## src/rtl/gf2m8_mul.sv

```systemverilog
`timescale 1ns/1ps
// ----------------------------------------------------------------------------
// gf2m8_mul
// GF(2^8) multiplier for the Reed-Solomon decoder datapath.
// It provides a purely combinational product and a registered copy with a
// valid flag for pipelined users.
//
// Parameters:
//   POLY      : field generator polynomial. Bit 8 is always 1.
//               The default 9'h11D is x^8+x^4+x^3+x^2+1.
//
// Ports:
//   clk       : clock
//   rstn      : asynchronous active-low reset. It clears only the registered
//               path.
//   x, y      : operands in polynomial basis. Bit i is the coefficient of
//               alpha^i.
//   in_valid  : qualifies x/y for capture into z_q
//   z         : combinational product x*y mod POLY. It is not gated by
//               in_valid or rstn.
//   z_q       : registered product. It holds its value while in_valid is low.
//   out_valid : z_q holds a product captured on the previous edge
// ----------------------------------------------------------------------------
module gf2m8_mul #(
  parameter logic [8:0] POLY = 9'h11D
) (
  input  logic       clk,
  input  logic       rstn,
  input  logic [7:0] x,
  input  logic [7:0] y,
  input  logic       in_valid,
  output logic [7:0] z,
  output logic [7:0] z_q,
  output logic       out_valid
);

  // The multiply runs in two steps.
  // First, a carry-less multiply builds a 15-bit partial product.
  // Second, that product is reduced from the top bit down. At step k, POLY
  // is aligned so that its bit 8 sits on c[k]. The XOR therefore clears
  // c[k] and folds x^k back into the lower bits. The result is AND/XOR
  // logic only.
  function automatic logic [7:0] gf_mul(input logic [7:0] a, input logic [7:0] b);
    logic [14:0] c;
    c = 15'd0;
    for (int i = 0; i < 8; i++) begin
      for (int j = 0; j < 8; j++) begin
        c[i+j] = c[i+j] ^ (a[i] & b[j]);
      end
    end
    for (int k = 14; k >= 8; k--) begin
      if (c[k]) begin
        c[k -: 9] = c[k -: 9] ^ POLY;
      end else begin
        c[k -: 9] = c[k -: 9];
      end
    end
    return c[7:0];
  endfunction

  logic [7:0] prod_s;
  logic [7:0] z_q_r;
  logic       out_valid_r;

  // Combinational product. The key-equation PEs consume it in the same cycle.
  always_comb begin
    prod_s = gf_mul(x, y);
  end

  assign z = prod_s;

  // Registered copy of the product. Reset discards any pending product.
  always_ff @(posedge clk or negedge rstn) begin
    if (!rstn) begin
      z_q_r       <= 8'h00;
      out_valid_r <= 1'b0;
    end else if (in_valid) begin
      z_q_r       <= prod_s;
      out_valid_r <= 1'b1;
    end else begin
      z_q_r       <= z_q_r;
      out_valid_r <= 1'b0;
    end
  end

  assign z_q       = z_q_r;
  assign out_valid = out_valid_r;

endmodule

```

## config.mk

```make
export PLATFORM = sky130hd
export DESIGN_NAME = gf2m8_mul
export DESIGN_NICKNAME = d
export VERILOG_FILES = /design/src/rtl/gf2m8_mul.sv
export SDC_FILE = /design/constraint.sdc
export NUM_CORES = 1
export LEC_CHECK = 0
export BUFFER_PORTS_ARGS = -buffer_cell sky130_fd_sc_hd__clkbuf_2
export CAP_MARGIN = 20
export CORE_ASPECT_RATIO = 0.5
export CORE_MARGIN = 3
export CORE_UTILIZATION = 49
export DETAILED_ROUTE_END_ITERATION = 10
export PLACE_DENSITY = 0.77
export SYNTH_ARGS = -nofsm -noshare
export SYNTH_HDL_FRONTEND = slang
export SYNTH_SLANG_ARGS = --single-unit
```

## constraint.sdc

```tcl
create_clock -name clk -period 2.4 [get_ports clk]
set_input_delay 0.48 -clock clk [delete_from_list [all_inputs] [get_ports clk]]
set_output_delay 0.48 -clock clk [all_outputs]
set_load 0.01 [all_outputs]
```

==> reports/results.ini, run 1 <==
[outcome]
status=finished with violations
violations=setup timing

[die]
die_x_um=84.1
fp.dieArea_um2=3780
initial_core_util=0.543
io_pins=36
fp-row-count=13
core_um2=2750
dieHeight_um=45.0

[power_and_ir_drop]
p_switching_uw=778
pwr-share-comb=0.770
p_per_area_nw_per_um2=811
p_int_uw=1130
ir_worst_vdd_uv=1030
seqPwrFrac=0.139
swShare=0.407
power_leakage_uw=0.00114
clkPwrFrac=0.092

[global_routing]
antenna_found_initial=0
overflow=0
grt_pass1_vias=1561
grt_util_all_layers=0.246
grt_start_max_net_pins=10
grt_pass1_wl_um=7250

[cts]
cts_made_buffers=3
cts.sinks=9
cts_hold_buf=0
cts_root_buffer=clkbuf_8
clock_insertion_delay_worst_skew_ns=0.23
cts_buffer_depth=2
cts_tree=done
worst_setup_hold_path_clk_slew_ns=0.05
htree_levels=1

[drt]
vias=1571
vias_per_cell=5.49
drc=0
wire_per_inst_um=17.8
drtIter0Drc=120
dr.pass1.iters=4
postRouteAntennaNets=0
drt_wl_total_um=5100

[layout]
area_growth_pct=57.8
finalNetCount=269
drive_above_1_share=0.518
diodes=0
stdcell_count=286

[yosys]
synth.avg_cell_area_um2=8.20
synth_common_cells=59 x nand2_1, 42 x xnor2_1, 16 x xor2_1, 9 x dfrtp_1, 8 x mux2_2
yosys_warnings=0
synth_top_area_cell=xnor2_1
syn_nets=201
yosysTopAreaCellShare=0.246
synth.cell_area_um2=1490
synth.area.top_cells=xnor2_1 25%, dfrtp_1 15%, nand2_1 15%
synth-edff-count=0
ys.flop_type=dfrtp_1
ys_types=30
synth-seq-cells=9
synth_cells=182
yosysMostFrequentCell=nand2_1
synth-async-reset-ratio=1.00
synth-seq-area-share=0.151

[placement]
place.gp.congestion=0.882
placed_cells=271
place.port_buffers=35
hpwlAfterDp_um=2860

[run]
drv_cap=0

[critical_path]
rrSetupSlack_ns=1.62
crit_path_end_kind=output port
cp-start-kind=primary input
r2r-start=z_q[0]
critPathLaunch=y[7]
required_ns=1.92
rr_worst_depth=1
r2r-end=z_q[0]
worst_ep_arrival_time_ns=2.32
cp_max_fo=6
critPathKind=primary input to output port

[timing]
fin_crit_sh=1.17
fin_crit_ns=2.80
setup_ws_ns=-0.399
rsz0062_at_grt=yes
final.setup.tns_ns=-2.53
max_freq_ghz=0.357
skew_ns=0
setup_viol=8
hold_viol=0
max_slew_margin=0.803
slew_viol_final=0
whs_ns=0.0976
worst_pin_slew_ns=0.293

[worst_hold_path]
hold_path.class=primary input to async pin

==> critical path, cell delays in order <==
cell	delay, ns
clkbuf_16	0.13
buf_4	0.13
buf_8	0.11
buf_6	0.12
buf_6	0.11
xor2_1	0.13
nand2_1	0.10
xnor2_2	0.18
xnor3_1	0.46
xnor2_2	0.19
buf_2	0.17
==> logic make-up (layout without fill, tap and decap cells) <==
family | after synthesis | after routing | share of synthesized area
flip-flops | 9 | 9 | 0.151
multiplexers | 10 | 10 | 0.0738
buffers and inverters | 19 | 86 | 0.0729
XOR/XNOR | 67 | 67 | 0.461
AO/OA/AOI/OAI | 8 | 8 | 0.0453
AND/OR/NAND/NOR | 69 | 69 | 0.196
==> routing by layer <==
layer / vias to the layer above / share of wire / track usage
li1: 702 / - / -
met3: 21 / 0.080 / 0.0346
met4: 0 / 0.027 / 0.125
met1: 747 / 0.41 / 0.297
met5: - / 0 / 0
met2: 101 / 0.49 / 0.447
==> power groups by stage <==
stage               Combinational, uW  Sequential, uW  Clock [uW]
floorplan                         767             294           0
global placement                 1160             257           0
detailed placement               1190             263           0
CTS                              1300             263         177
global route                     1540             274         190
finish                           1470             265         175
==> area by class of cell <==
cell class              instances  area [um^2]
well taps                      37         46.3
multi-input cells             154         1390
repair buffers                 81          644
fillers                       127          394
inverters                       1         3.75
clock buffers                   4         45.0
flip-flops and latches          9          225
==> worst max path at each step <==
stage and end:
2_1_floorplan z[3], 3_3_place_gp z[4], 3_5_place_dp z[3], 4_1_cts z[3]
5_1_grt z[3], 6_report z[5]
==> cells in the final DEF (no fill, tap or decap), drive strengths merged <==
master,n
inv,1
xnor3,5
a311oi,1
buf,56
nand2,60
xor2,16
o2bb2ai,2
nor2,2
or4b,1
a211o,1
dfrtp,9
clkbuf,29
o31a,1
a21oi,1
o21ai,1
and4b,1
or3b,1
nor3b,2
mux2,8
a21boi,1
mux2i,2
nand2b,1
xnor2,46
nand3b,1
==> metrics by stage <==
stage,total power [uW],utilization,setup WS [ns],area (um^2)
finish,1910,0.857,-0.399,2350
global route,2010,0.857,-0.467,2350
CTS,1740,0.806,-0.382,2210
detailed placement,1450,0.699,-0.402,1920
global placement,1420,0.699,-0.346,1920
floorplan,1060,-,-0.187,1590
==> sequential cells by signal (all words and copies together) (netlist names) <==
register,cells
out_valid,1
z_q,8
==> repair_timing <==
| action | CTS | global route |
|---|---|---|
| setup endpoints to repair | 8 | 8 |
| pin swaps | 21 | 14 |
| buffers inserted | 11 | 6 |
| gates resized for setup | 30 | 33 |
No activity file was read; power rests on OpenSTA's default activity.
==> run 2: changes to the inputs <==
--- a/config.mk
+++ b/config.mk
@@ -11,6 +11,7 @@
 export CORE_MARGIN = 3
 export CORE_UTILIZATION = 49
 export DETAILED_ROUTE_END_ITERATION = 10
+export GPL_TIMING_DRIVEN = 0
 export PLACE_DENSITY = 0.77
 export SYNTH_ARGS = -nofsm -noshare
 export SYNTH_HDL_FRONTEND = slang
==> run 2 against run 1 <==
The run still ends with setup timing left. Routed wire length decreased by 23%. Fmax decreased by 1.6%. Die area unchanged. Worst setup slack got worse by 0.046 ns. Sequential cell count unchanged. Critical path depth decreased by 3. Utilization decreased by 4.9 points. First-iteration DRC count decreased by 46%. Clock skew unchanged. Via count decreased by 12%. Design area decreased by 5.7%. Combinational power decreased by 9.5%. Largest power group unchanged.
==> reports/results.ini, run 2 (synthesis results as in run 1) <==
[placement]
dp_slack_ns=-0.567
place.gp.congestion=0.826
place.port_buffers=23
hpwlAfterDp_um=2550
placed_area_um2=1750

[timing]
rsz0062_at_grt=yes
setup_viol=8
final.setup.tns_ns=-2.55
setup_ws_ns=-0.445
worst_pin_slew_ns=0.583
hold_viol=0
max_freq_ghz=0.351
max_slew_margin=0.608
fin_crit_sh=1.19
slew_viol_final=0
skew_ns=0
fin_crit_ns=2.85

[drt]
vias=1382
drc=0
drt_wl_total_um=3910
dr.pass1.iters=4
vias_per_cell=5.18
wire_per_inst_um=14.6
postRouteAntennaNets=0
drtIter0Drc=65

[critical_path]
crit_slowest_cell=or4b_1
cp-start-kind=primary input
path_buf_inv=2
crit_chain=clkbuf_16 -> or4b_1 -> o21ai_1 -> o31a_1 -> a211o_1 -> xnor3_2 -> xnor2_2 -> buf_2
worst_ep_arrival_time_ns=2.37
critPathKind=primary input to output port
required_ns=1.92
cpPeakStageDelay_ns=0.51
crit_path_end_kind=output port
cp_max_fo=6
path_delay_family=XOR/XNOR gates

[cts]
clock_insertion_delay_worst_skew_ns=0.23
cts_hold_buf=0
cts_buffer_depth=2
worst_setup_hold_path_clk_slew_ns=0.04
cts_root_buffer=clkbuf_8
cts_tree=done
cts.sinks=9
cts_made_buffers=3
htree_levels=1

[power_and_ir_drop]
p_per_area_nw_per_um2=793
power_leakage_uw=0.00104
ir_worst_vdd_uv=820

[die]
core_um2=2750
io_pins=36
dieHeight_um=45.0
initial_core_util=0.543
fp.dieArea_um2=3780
die_x_um=84.1
fp-row-count=13

[layout]
diodes=0
post-route-util=0.808
largest_reg_flops=8
mostFrequentLayoutCell=nand2_1
drive_above_1_share=0.465
area_growth_pct=48.8
multi_input_area_um2=1360
finalNetCount=250
final_cell_mix=50 x nand2_1, 30 x xnor2_1, 16 x buf_4
seqCellArea_um2=225
fillers=169
fin_area_um2=2220

[global_routing]
grt_pass1_vias=1277
grt_pass1_wl_um=5950
overflow=0
grt_util_all_layers=0.200
grt_start_max_net_pins=11
antenna_found_initial=0

[outcome]
violations=setup timing
status=finished with violations

[worst_hold_path]
hold_path.class=primary input to async pin

[run]
drv_cap=0

-- run 2: cell types whose count changed in the layout (fill, tap and decap cells not counted), sizes merged --
cell / previous run / this run
buf: 56 / 44
clkbuf: 29 / 22
-- run 2: final timing paths --
check / startpoint / end / slack (ns) / cells after the start
worst max-delay path: x[7] / z[4] / -0.45 / 8
worst min-delay path: rstn / z_q[3] / 0.1 / 1
worst max register to register: z_q[0] / z_q[0] / 1.64 / 1
worst min register to register: z_q[3] / z_q[3] / 0.50 / 1
max in group asynchronous: rstn / z_q[0] / 2.12 / 1
min in group clk: in_valid / out_valid / 0.39 / 1
-- run 2: layout make-up --
cell class	count	area share
inverters	1	0.00169
clock buffers	4	0.0203
repair buffers	44	0.153
multi-input cells	154	0.612
well taps	37	0.0208
plain buffers	18	0.0901
flip-flops and latches	9	0.101
-- run 2: routing by layer --
| layer | up-vias | share of wire | GRT usage |
|---|---|---|---|
| li1 | 658 | - | - |
| met4 | 0 | 0.024 | 0.0705 |
| met2 | 68 | 0.48 | 0.359 |
| met3 | 10 | 0.080 | 0.0182 |
| met5 | - | 0 | 0 |
| met1 | 646 | 0.42 | 0.260 |
-- run 2: where the power goes --
part | internal, uW | switching, uW | leakage [uW] | total, uW
Combinational | 735 | 596 | 0.000909 | 1330
Sequential | 226 | 34.3 | 0.000105 | 260
Clock | 115 | 54.4 | 0.0000228 | 170
Total | 1080 | 685 | 0.00104 | 1760
-- run 2: through the flow --
stage          cells  hold slack (ns)  power, uW
6_report         267           0.0969       1760
4_1_cts          259           0.0962       1660
3_5_place_dp     242            0.343       1370
2_1_floorplan    182            0.184       1060
3_3_place_gp     242            0.341       1340
5_1_grt          267            0.103       1890
-- run 2: timing repair --
action | 4_1_cts | 5_1_grt
setup endpoints to repair | 10 | 9
buffers inserted | 13 | 10
resized for setup | 28 | 36
pin swaps | 16 | 23
==> run 3: changes to the inputs <==
==> constraint.sdc (replaced) <==
create_clock -name clk -period 2.4 [get_ports clk]
set_input_delay 0.48 -clock clk [delete_from_list [all_inputs] [get_ports clk]]
set_output_delay 0.48 -clock clk [all_outputs]
set_load 0.005 [all_outputs]
==> run 3 against run 2 <==
The flow still finishes with violations (setup timing). Utilization down 1.9 points. Sequential power hardly changed. Die area stayed put. Count of clock-buffer cells in the layout is the same. Total power is 2.2% lower. First-iteration DRC count down 58%. Routed wire length decreased by 0.97%. Critical path depth unchanged. Critical endpoint is now z[3]. Largest power group unchanged.
==> reports/results.ini, run 3 (synthesis results as in run 1) <==
[outcome]
status=finished with violations
violations=setup timing

[layout]
multi_input_area_um2=1380
diodes=0
finalNetCount=243
final_cell_mix=52 x nand2_1, 27 x xnor2_1, 17 x clkbuf_2
largest_reg_flops=8
drive_above_1_share=0.444
stdcell_count=260
fillers=182
area_growth_pct=45.3
mostFrequentLayoutCell=nand2_1
fin_area_um2=2170
seqCellArea_um2=225

[timing]
final.setup.tns_ns=-1.99
rsz0062_at_grt=yes
worst_pin_slew_ns=0.414
setup_ws_ns=-0.371
skew_ns=0
slew_viol_final=0
max_freq_ghz=0.361
setup_viol=8
max_slew_margin=0.722
hold_viol=0
fin_crit_ns=2.77
fin_crit_sh=1.15

[die]
core_um2=2750
dieHeight_um=45.0
initial_core_util=0.543
io_pins=36
die_x_um=84.1
fp-row-count=13
fp.dieArea_um2=3780

[power_and_ir_drop]
p_switching_uw=650
swShare=0.377
seqPwrFrac=0.153
ir_worst_vdd_uv=722
p_per_area_nw_per_um2=794
pwr-share-comb=0.749
p_int_uw=1070
clkPwrFrac=0.098
total_power_uw=1720
power_leakage_uw=0.000999

[worst_hold_path]
hold_path.class=primary input to async pin

[global_routing]
grt_start_max_net_pins=11
grt_pass1_vias=1222
antenna_found_initial=0
grt_pass1_wl_um=5790
grt_util_all_layers=0.194
overflow=0

[critical_path]
path_buf_inv=2
cp-start-kind=primary input
worst_ep_arrival_time_ns=2.29
crit_slowest_cell=or4b_1
cp_max_fo=4
required_ns=1.92
critPathKind=primary input to output port
path_delay_family=XOR/XNOR gates
cpPeakStageDelay_ns=0.50
crit_chain=buf_8 -> or4b_1 -> o21ai_1 -> o31a_1 -> a211o_1 -> xnor3_2 -> xnor2_2 -> buf_2
crit_path_end_kind=output port

[placement]
place.port_buffers=23
placed_area_um2=1730
dp_slack_ns=-0.584
place.gp.congestion=0.794
placed_cells=242
hpwlAfterDp_um=2540

[cts]
cts_root_buffer=clkbuf_8
htree_levels=1
cts_hold_buf=0
clock_insertion_delay_worst_skew_ns=0.22
cts_made_buffers=3
worst_setup_hold_path_clk_slew_ns=0.04
cts_tree=done
cts.sinks=9
cts_buffer_depth=2

[drt]
postRouteAntennaNets=0
vias_per_cell=5.15
vias=1340
wire_per_inst_um=14.9
drc=0
dr.pass1.iters=4
drtIter0Drc=27
drt_wl_total_um=3870

[run]
drv_cap=0

[run 3: cell count changes in the layout (fill, tap and decap cells not counted), moves of 2 or more]
cell,previous run,this run
buf_12,2,0
buf_2,9,6
buf_4,16,9
clkbuf_2,14,17
nand2_1,50,52
xnor2_1,30,27
xnor2_2,13,15
xor2_1,11,13
xor2_2,5,2
[run 3: per-layer routing]
metal | up-vias | global-route usage | part of all wire
met1 | 637 | 0.261 | 0.43
li1 | 651 | - | -
met4 | 0 | 0.0641 | 0.0039
met2 | 50 | 0.331 | 0.50
met5 | - | 0 | 0
met3 | 2 | 0.0255 | 0.067
[run 3: layout make-up]
| type | count | share of cell area |
|---|---|---|
| clock buffers | 4 | 0.0208 |
| repair buffers | 37 | 0.133 |
| plain buffers | 18 | 0.0831 |
| well taps | 37 | 0.0214 |
| flip-flops and latches | 9 | 0.104 |
| multi-input cells | 154 | 0.636 |
| inverters | 1 | 0.00173 |
[run 3: worst paths after layout]
check | startpoint | to | slack [ns] | cells after the start
setup / recovery | y[6] | z[3] | -0.37 | 8
hold / removal | rstn | z_q[3] | 0.10 | 1
setup reg to reg | z_q[7] | z_q[7] | 1.61 | 1
hold reg to reg | z_q[5] | z_q[5] | 0.50 | 1
max in group asynchronous | rstn | z_q[5] | 2.11 | 1
min in group clk | in_valid | out_valid | 0.38 | 1
[run 3: power by group through the flow]
stage | sequential (uW) | clock, uW | combinational [uW]
3_5_place_dp | 260 | 0 | 1030
5_1_grt | 271 | 186 | 1390
2_1_floorplan | 266 | 0 | 708
3_3_place_gp | 258 | 0 | 998
6_report | 263 | 169 | 1290
4_1_cts | 257 | 172 | 1130
[run 3: through the flow]
step            util  hold WS (ns)
6_report       0.789         0.104
5_1_grt        0.789         0.105
4_1_cts        0.705         0.102
3_5_place_dp   0.628         0.343
3_3_place_gp   0.628         0.340
2_1_floorplan      -         0.184
[run 3: timing repair]
| action | CTS | global route |
|---|---|---|
| hold endpoints to repair | 0 | 0 |
| pin swaps | 16 | 23 |
| gates resized for setup | 21 | 36 |
| endpoints found under the setup margin | 10 | 8 |
| cloned | 0 | 1 |
| setup buffers | 7 | 6 |
